[config.mk]
export PLATFORM = sky130hd
export DESIGN_NAME = fadd_accum_ctrl
export DESIGN_NICKNAME = d
export VERILOG_FILES = /design/src/rtl/fp32_pkg.sv /design/src/rtl/fp32_classify.sv /design/src/rtl/fadd_accum_ctrl.sv
export SDC_FILE = /design/constraint.sdc
export NUM_CORES = 1
export LEC_CHECK = 0
export CAP_MARGIN = 20
export CORE_UTILIZATION = 35
export CTS_BUF_LIST = sky130_fd_sc_hd__clkbuf_8
export DETAILED_ROUTE_END_ITERATION = 8
export GPL_ROUTABILITY_DRIVEN = 0
export HOLD_SLACK_MARGIN = 0.12
export PLACE_DENSITY = 0.89
export SETUP_SLACK_MARGIN = 0.02
export SYNTH_ARGS = -nofsm -noshare
export SYNTH_HDL_FRONTEND = slang
export SYNTH_SLANG_ARGS = --single-unit
[constraint.sdc]
create_clock -name clk -period 2.2 [get_ports clk]
set_clock_uncertainty 0.2 [all_clocks]
set_input_delay 0.33 -clock clk [delete_from_list [all_inputs] [get_ports clk]]
set_output_delay 0.33 -clock clk [all_outputs]
set_load 0.03 [all_outputs]
[src/rtl/fp32_pkg.sv]
// fp32_pkg
// Shared FP32 field constants and the accumulator controller state type.
// Imported by fp32_classify and fadd_accum_ctrl.
//   FP32_ZERO              : positive zero bit pattern
//   FP32_EXP_MSB/LSB       : exponent field bit positions
//   FP32_EXP_MAX           : all-ones exponent (Inf/NaN)
//   facc_state_t           : EMPTY / ACC / DONE
//   fp32_exp()             : extracts the biased exponent field
package fp32_pkg;

    localparam logic [31:0] FP32_ZERO    = 32'h0000_0000;
    localparam int          FP32_EXP_MSB = 30;
    localparam int          FP32_EXP_LSB = 23;
    localparam logic [7:0]  FP32_EXP_MAX = 8'hFF;

    typedef enum logic [1:0] {
        EMPTY = 2'd0,
        ACC   = 2'd1,
        DONE  = 2'd2
    } facc_state_t;

    function automatic logic [7:0] fp32_exp(input logic [31:0] word);
        return word[FP32_EXP_MSB:FP32_EXP_LSB];
    endfunction

endpackage

[src/rtl/fp32_classify.sv]
// fp32_classify
// Combinational classification of one FP32 word, shared by every stage that
// feeds the single-precision adder.
// Ports:
//   word_i          in  32 : FP32 word to classify
//   is_zero_o       out 1  : +0 or -0 (magnitude bits all zero)
//   is_inf_or_nan_o out 1  : exponent field all ones
module fp32_classify
    import fp32_pkg::*;
(
    input  logic [31:0] word_i,
    output logic        is_zero_o,
    output logic        is_inf_or_nan_o
);

    // Sign does not participate in either test.
    logic unused_sign;
    assign unused_sign = word_i[31];

    assign is_zero_o       = (word_i[30:0] == 31'd0);
    assign is_inf_or_nan_o = (fp32_exp(word_i) == FP32_EXP_MAX);

endmodule

[src/rtl/fadd_accum_ctrl.sv]
// fadd_accum_ctrl
// Sequential FP32 stream accumulator wrapped around an external combinational
// FP32 adder. The running sum is presented on add_a, the incoming sample on
// add_b, and add_y is registered back as the new sum. Zero samples bypass the
// adder because the adder always inserts the implicit leading one. One total
// per frame is emitted on a valid/ready output.
// Optional feature macro: FADD_ACCUM_OVF_FLAG_EN adds out_ovf, a per-frame
// sticky flag set when an adder-path update writes an all-ones exponent.
// Ports:
//   clk, rst                        : clock, synchronous active-high reset
//   in_valid/in_ready/in_data/in_last : sample stream (in_last closes early)
//   add_a/add_b/add_y               : to/from the combinational adder
//   out_valid/out_ready             : frame-sum handshake
//   out_data/out_count              : frame sum and number of samples
//   out_ovf (macro only)            : overflow seen during the frame
module fadd_accum_ctrl
    import fp32_pkg::*;
#(
    parameter int N_SAMPLES = 8,
    parameter int CNT_W     = $clog2(N_SAMPLES + 1)
) (
    input  logic             clk,
    input  logic             rst,
    input  logic             in_valid,
    output logic             in_ready,
    input  logic [31:0]      in_data,
    input  logic             in_last,
    output logic [31:0]      add_a,
    output logic [31:0]      add_b,
    input  logic [31:0]      add_y,
    output logic             out_valid,
    input  logic             out_ready,
    output logic [31:0]      out_data,
    output logic [CNT_W-1:0] out_count
`ifdef FADD_ACCUM_OVF_FLAG_EN
    ,
    output logic             out_ovf
`endif
);

    facc_state_t      state_q, state_d;
    logic [31:0]      acc_q, acc_d;
    logic [CNT_W-1:0] cnt_q, cnt_d;
    logic             out_valid_q, out_valid_d;
    logic             in_ready_q, in_ready_d;
`ifdef FADD_ACCUM_OVF_FLAG_EN
    logic             ovf_q, ovf_d;
`endif

    // Classify the incoming sample (index 0) and the adder result (index 1).
    logic [31:0] cls_word [2];
    logic [1:0]  zero_vec;
    logic [1:0]  special_vec;

    assign cls_word[0] = in_data;
    assign cls_word[1] = add_y;

    generate
        for (genvar gi = 0; gi < 2; gi++) begin : g_cls
            fp32_classify u_cls (
                .word_i          (cls_word[gi]),
                .is_zero_o       (zero_vec[gi]),
                .is_inf_or_nan_o (special_vec[gi])
            );
        end
    endgenerate

    // Only the sample's zero flag and the result's special flag matter here.
    logic unused_cls;
    assign unused_cls = ^{zero_vec[1], special_vec};

    logic             sample_zero;
    logic             accept;
    logic             frame_close;
    logic [CNT_W-1:0] cnt_inc;

    assign sample_zero = zero_vec[0];
    assign accept      = in_valid && in_ready_q;
    assign cnt_inc     = cnt_q + CNT_W'(1);
    assign frame_close = in_last || (cnt_inc == CNT_W'(N_SAMPLES));

    always_comb begin
        state_d = state_q;
        acc_d   = acc_q;
        cnt_d   = cnt_q;
`ifdef FADD_ACCUM_OVF_FLAG_EN
        ovf_d   = ovf_q;
`endif
        case (state_q)
            EMPTY: begin
                if (accept) begin
                    cnt_d = cnt_inc;
                    // First non-zero sample loads directly; the adder would
                    // treat the empty (zero) accumulator as 1.0 x 2^-127.
                    if (!sample_zero) begin
                        acc_d   = in_data;
                        state_d = ACC;
                    end
                    if (frame_close) begin
                        state_d = DONE;
                    end
                end
            end
            ACC: begin
                if (accept) begin
                    cnt_d = cnt_inc;
                    if (!sample_zero) begin
                        acc_d = add_y;
`ifdef FADD_ACCUM_OVF_FLAG_EN
                        if (special_vec[1]) begin
                            ovf_d = 1'b1;
                        end
`endif
                    end
                    if (frame_close) begin
                        state_d = DONE;
                    end
                end
            end
            DONE: begin
                if (out_ready) begin
                    acc_d   = FP32_ZERO;
                    cnt_d   = '0;
                    state_d = EMPTY;
`ifdef FADD_ACCUM_OVF_FLAG_EN
                    ovf_d   = 1'b0;
`endif
                end
            end
            default: begin
                state_d = EMPTY;
            end
        endcase
        // Handshake outputs are registered copies of the next state.
        out_valid_d = (state_d == DONE);
        in_ready_d  = (state_d != DONE);
    end

    always_ff @(posedge clk) begin
        if (rst) begin
            state_q     <= EMPTY;
            acc_q       <= FP32_ZERO;
            cnt_q       <= '0;
            out_valid_q <= 1'b0;
            in_ready_q  <= 1'b1;
`ifdef FADD_ACCUM_OVF_FLAG_EN
            ovf_q       <= 1'b0;
`endif
        end else begin
            state_q     <= state_d;
            acc_q       <= acc_d;
            cnt_q       <= cnt_d;
            out_valid_q <= out_valid_d;
            in_ready_q  <= in_ready_d;
`ifdef FADD_ACCUM_OVF_FLAG_EN
            ovf_q       <= ovf_d;
`endif
        end
    end

    assign in_ready  = in_ready_q;
    assign add_a     = acc_q;
    assign add_b     = in_data;
    assign out_valid = out_valid_q;
    assign out_data  = acc_q;
    assign out_count = cnt_q;
`ifdef FADD_ACCUM_OVF_FLAG_EN
    assign out_ovf   = ovf_q;
`endif

endmodule

==> results.cfg <==
[run_status]
outcome = finished clean

[global_route]
antenna_found_initial = 0
grt_pass1_vias = 3217
grt-ovfl-total = 0
grtUsageTotal_pct = 24.90
grt_pass1_wl_um = 16350
grt_start_max_net_pins = 34

[power_and_ir_drop]
power_mw = 3.742
ir_worst_vdd_mv = 0.4281
leakage_nw = 1.835
power_density_nw_per_um2 = 798.9

[final_layout]
antennaDiodeCount = 0
final_area_um2 = 4683
fillers = 627
finalNonFillerCells = 571
fin_util_pct = 62.89
layout_commonest_cell = clkdlybuf4s50_1
mostFrequentLayoutCells = 141 x clkdlybuf4s50_1, 50 x buf_4, 39 x dfxtp_1
areaGrowthSynthToFinish_pct = 70.06
drive_gt1_share_pct = 20.34
fin_nets = 545

[routing]
firstDrtPassIters = 5
wl_um = 10230
ant_nets = 0
drt_iter0_drc = 163
drc_errors = 0
num_vias = 3188
wl_per_cell_um = 17.91
via_per_inst = 5.583

[critical_path]
reg2reg_to = in_ready$_SDFF_PP1_
worstPathRequired_ps = 2170
critPathLaunchType = input pin
cp.arrival_ps = 2140
end_kind = flip-flop
r2r-start = state_q[0]$_SDFF_PP0_
worstSetupPathType = in2reg
cp-startpoint = in_data[30]
r2r_setup_slack_ps = 160
path_depth = 8
slowest_stage = nor4_2
path_max_fanout = 8
path_buf_inv = 3
cp_slowest_stage_delay_ps = 320
worstSetupEndpoint = add_a[10]$_SDFFE_PP0P_
r2r_cells = 7
critPathTopFamily = compound AO/OA/AOI/OAI gates
crit_chain = dlygate4sd2_1, nor4_2, buf_4, and4_4, a41oi_4, buf_6, o221a_4, o32a_1

[logic_synthesis]
yosysSeqAreaShare_pct = 29.08
synth_area_um2 = 2754
synthCells = 324
yosysWarnings = 0
syn_avg_cell_area_um2 = 8.500
synth_cell_types = 39
ys_seq_elements = 40
synth_fp_nets = 398

[cts]
clk_pin_slew_ps = 70
clock_path_buffers = 2
cts_tree = done
clk_latency_ps = 280
h-tree-depth = 2
cts_buffers = 5
ctsHoldBuffers = 0
cts_sinks = 40
cts-root-buf = clkbuf_8

[sta]
period_share_pct = 98.95
maxSlewHeadroom_pct = 75.13
min_period_ps = 2177
setup_viol = 0
fin_setup_tns_ps = 0
whs_ps = 304.8
worst_slack_ps = 23.12
rsz0062_at_grt = true
hold_viol_final = 0
drv_slew = 0
worst_pin_slew_ps = 371.8
fmax_mhz = 459.4

[die]
die_area_um2 = 8227
die_h_um = 90.71
die_w_um = 90.71
coreArea_um2 = 7447
ioPinCount = 171
initial_core_util_pct = 36.98
num_rows = 31

[place]
io_buffers = 170
dp_hpwl_um = 7124
place_area_um2 = 4372
dp.cells = 554
dp_slack_ps = -580.4

[run]
maxCapViolCount = 0

[min_path]
hp-class = reg2reg
==> worst reg2reg max path: stages, from the launching register on <==
cell	delay, ps
dfxtp_2	360
inv_1	90
ha_2	250
nand2b_2	190
a211oi_1	320
o311ai_1	170
a31oi_2	210
o21ai_0	120
==> sequential cells by signal, indices dropped and copies added, names as in the netlist <==
register / cells
add_a: 32
out_valid: 1
out_count: 4
state_q: 2
in_ready: 1
==> worst min path at each step <==
stage / start / to / slack [ps] / cells past startpoint
4_1_cts: add_a[13]$_SDFFE_PP0P_ / add_a[13]$_SDFFE_PP0P_ / 310 / 1
3_3_place_gp: add_a[13]$_SDFFE_PP0P_ / add_a[13]$_SDFFE_PP0P_ / 290 / 1
5_1_grt: add_a[19]$_SDFFE_PP0P_ / add_a[19]$_SDFFE_PP0P_ / 330 / 1
3_5_place_dp: add_a[13]$_SDFFE_PP0P_ / add_a[13]$_SDFFE_PP0P_ / 290 / 1
6_report: add_a[13]$_SDFFE_PP0P_ / add_a[13]$_SDFFE_PP0P_ / 300 / 1
2_1_floorplan: state_q[0]$_SDFF_PP0_ / in_ready$_SDFF_PP1_ / 390 / 2
==> area by class of cell <==
class / count / area [um^2] / area share, %
Clock buffer: 6 / 82.58 / 1.763
Clock inverter: 2 / 7.507 / 0.1603
Inverter: 3 / 11.26 / 0.2404
Multi-Input combinational cell: 192 / 1458 / 31.12
Sequential cell: 40 / 802.0 / 17.13
Tap cell: 99 / 123.9 / 2.645
Timing Repair Buffer: 229 / 2198 / 46.94
==> logic make-up (layout without fill, tap and decap cells) <==
logic type	after synthesis	after routing	synth area share [%]
and+or+nand+nor	97	97	17.08
buffers and inverters	95	240	23.31
AOI/OAI and AO/OA	86	89	27.90
DFF	40	40	29.08
adders and majority gates	5	5	2.272
muxes	1	1	0.3635
==> per-layer routing <==
metal	wire length, um	global-route usage [%]	part of all wire (%)	up-vias
met2	5204	44.57	51	191
li1	-	-	-	1452
met4	236	11.83	2.3	0
met3	834	5.471	8.2	22
met5	0	0	0	-
met1	3950	27.73	39	1523
==> report_power, final <==
group | internal, mW | switching, mW | total (mW)
registers | 0.888 | 0.147 | 1.03
logic | 0.997 | 1.22 | 2.22
clock network | 0.247 | 0.244 | 0.491
total | 2.13 | 1.61 | 3.74
==> Yosys cell counts <==
| cell type | count | area share [%] |
|---|---|---|
| nand2b_1 | 1 | 0.23 |
| o21a_1 | 1 | 0.27 |
| a2111o_1 | 1 | 0.41 |
| a21bo_2 | 1 | 0.36 |
| nor3_4 | 1 | 0.59 |
| nor2_1 | 39 | 5.3 |
| dfxtp_1 | 40 | 29 |
| buf_1 | 2 | 0.27 |
| nand4_1 | 1 | 0.23 |
| inv_1 | 3 | 0.41 |
| a211oi_1 | 1 | 0.27 |
| mux2i_1 | 1 | 0.36 |
| nand3b_1 | 2 | 0.55 |
| o22a_1 | 1 | 0.32 |
| buf_4 | 64 | 17 |
| a31oi_1 | 4 | 0.91 |
| o32a_1 | 31 | 11 |
| ha_1 | 5 | 2.3 |
| nand3_1 | 1 | 0.18 |
| o311ai_1 | 1 | 0.32 |
| o221a_4 | 1 | 0.73 |
| nor3_1 | 2 | 0.36 |
| or3b_2 | 1 | 0.32 |
| o21ai_0 | 3 | 0.55 |
| and3b_1 | 1 | 0.32 |
| clkbuf_1 | 20 | 2.7 |
| nand4b_1 | 1 | 0.32 |
| o21ai_1 | 1 | 0.18 |
| nor2b_1 | 2 | 0.45 |
| a41oi_4 | 1 | 1.0 |
| and4_1 | 1 | 0.32 |
| nand2_1 | 36 | 4.9 |
| nor4_4 | 1 | 0.77 |
| a221oi_1 | 31 | 9.9 |
| or4_4 | 1 | 0.41 |
| nor4_1 | 4 | 0.91 |
| nor4_2 | 2 | 0.91 |
| buf_6 | 6 | 2.5 |
| a21oi_1 | 8 | 1.5 |
==> timing repair <==
action                                  in CTS  in global routing
buffers inserted                             2                  2
resized for setup                           48                 20
cloned                                       5                  0
endpoints found under the setup margin      37                 42
pin swaps                                   11                 13
(Power assumes the default switching activity.)
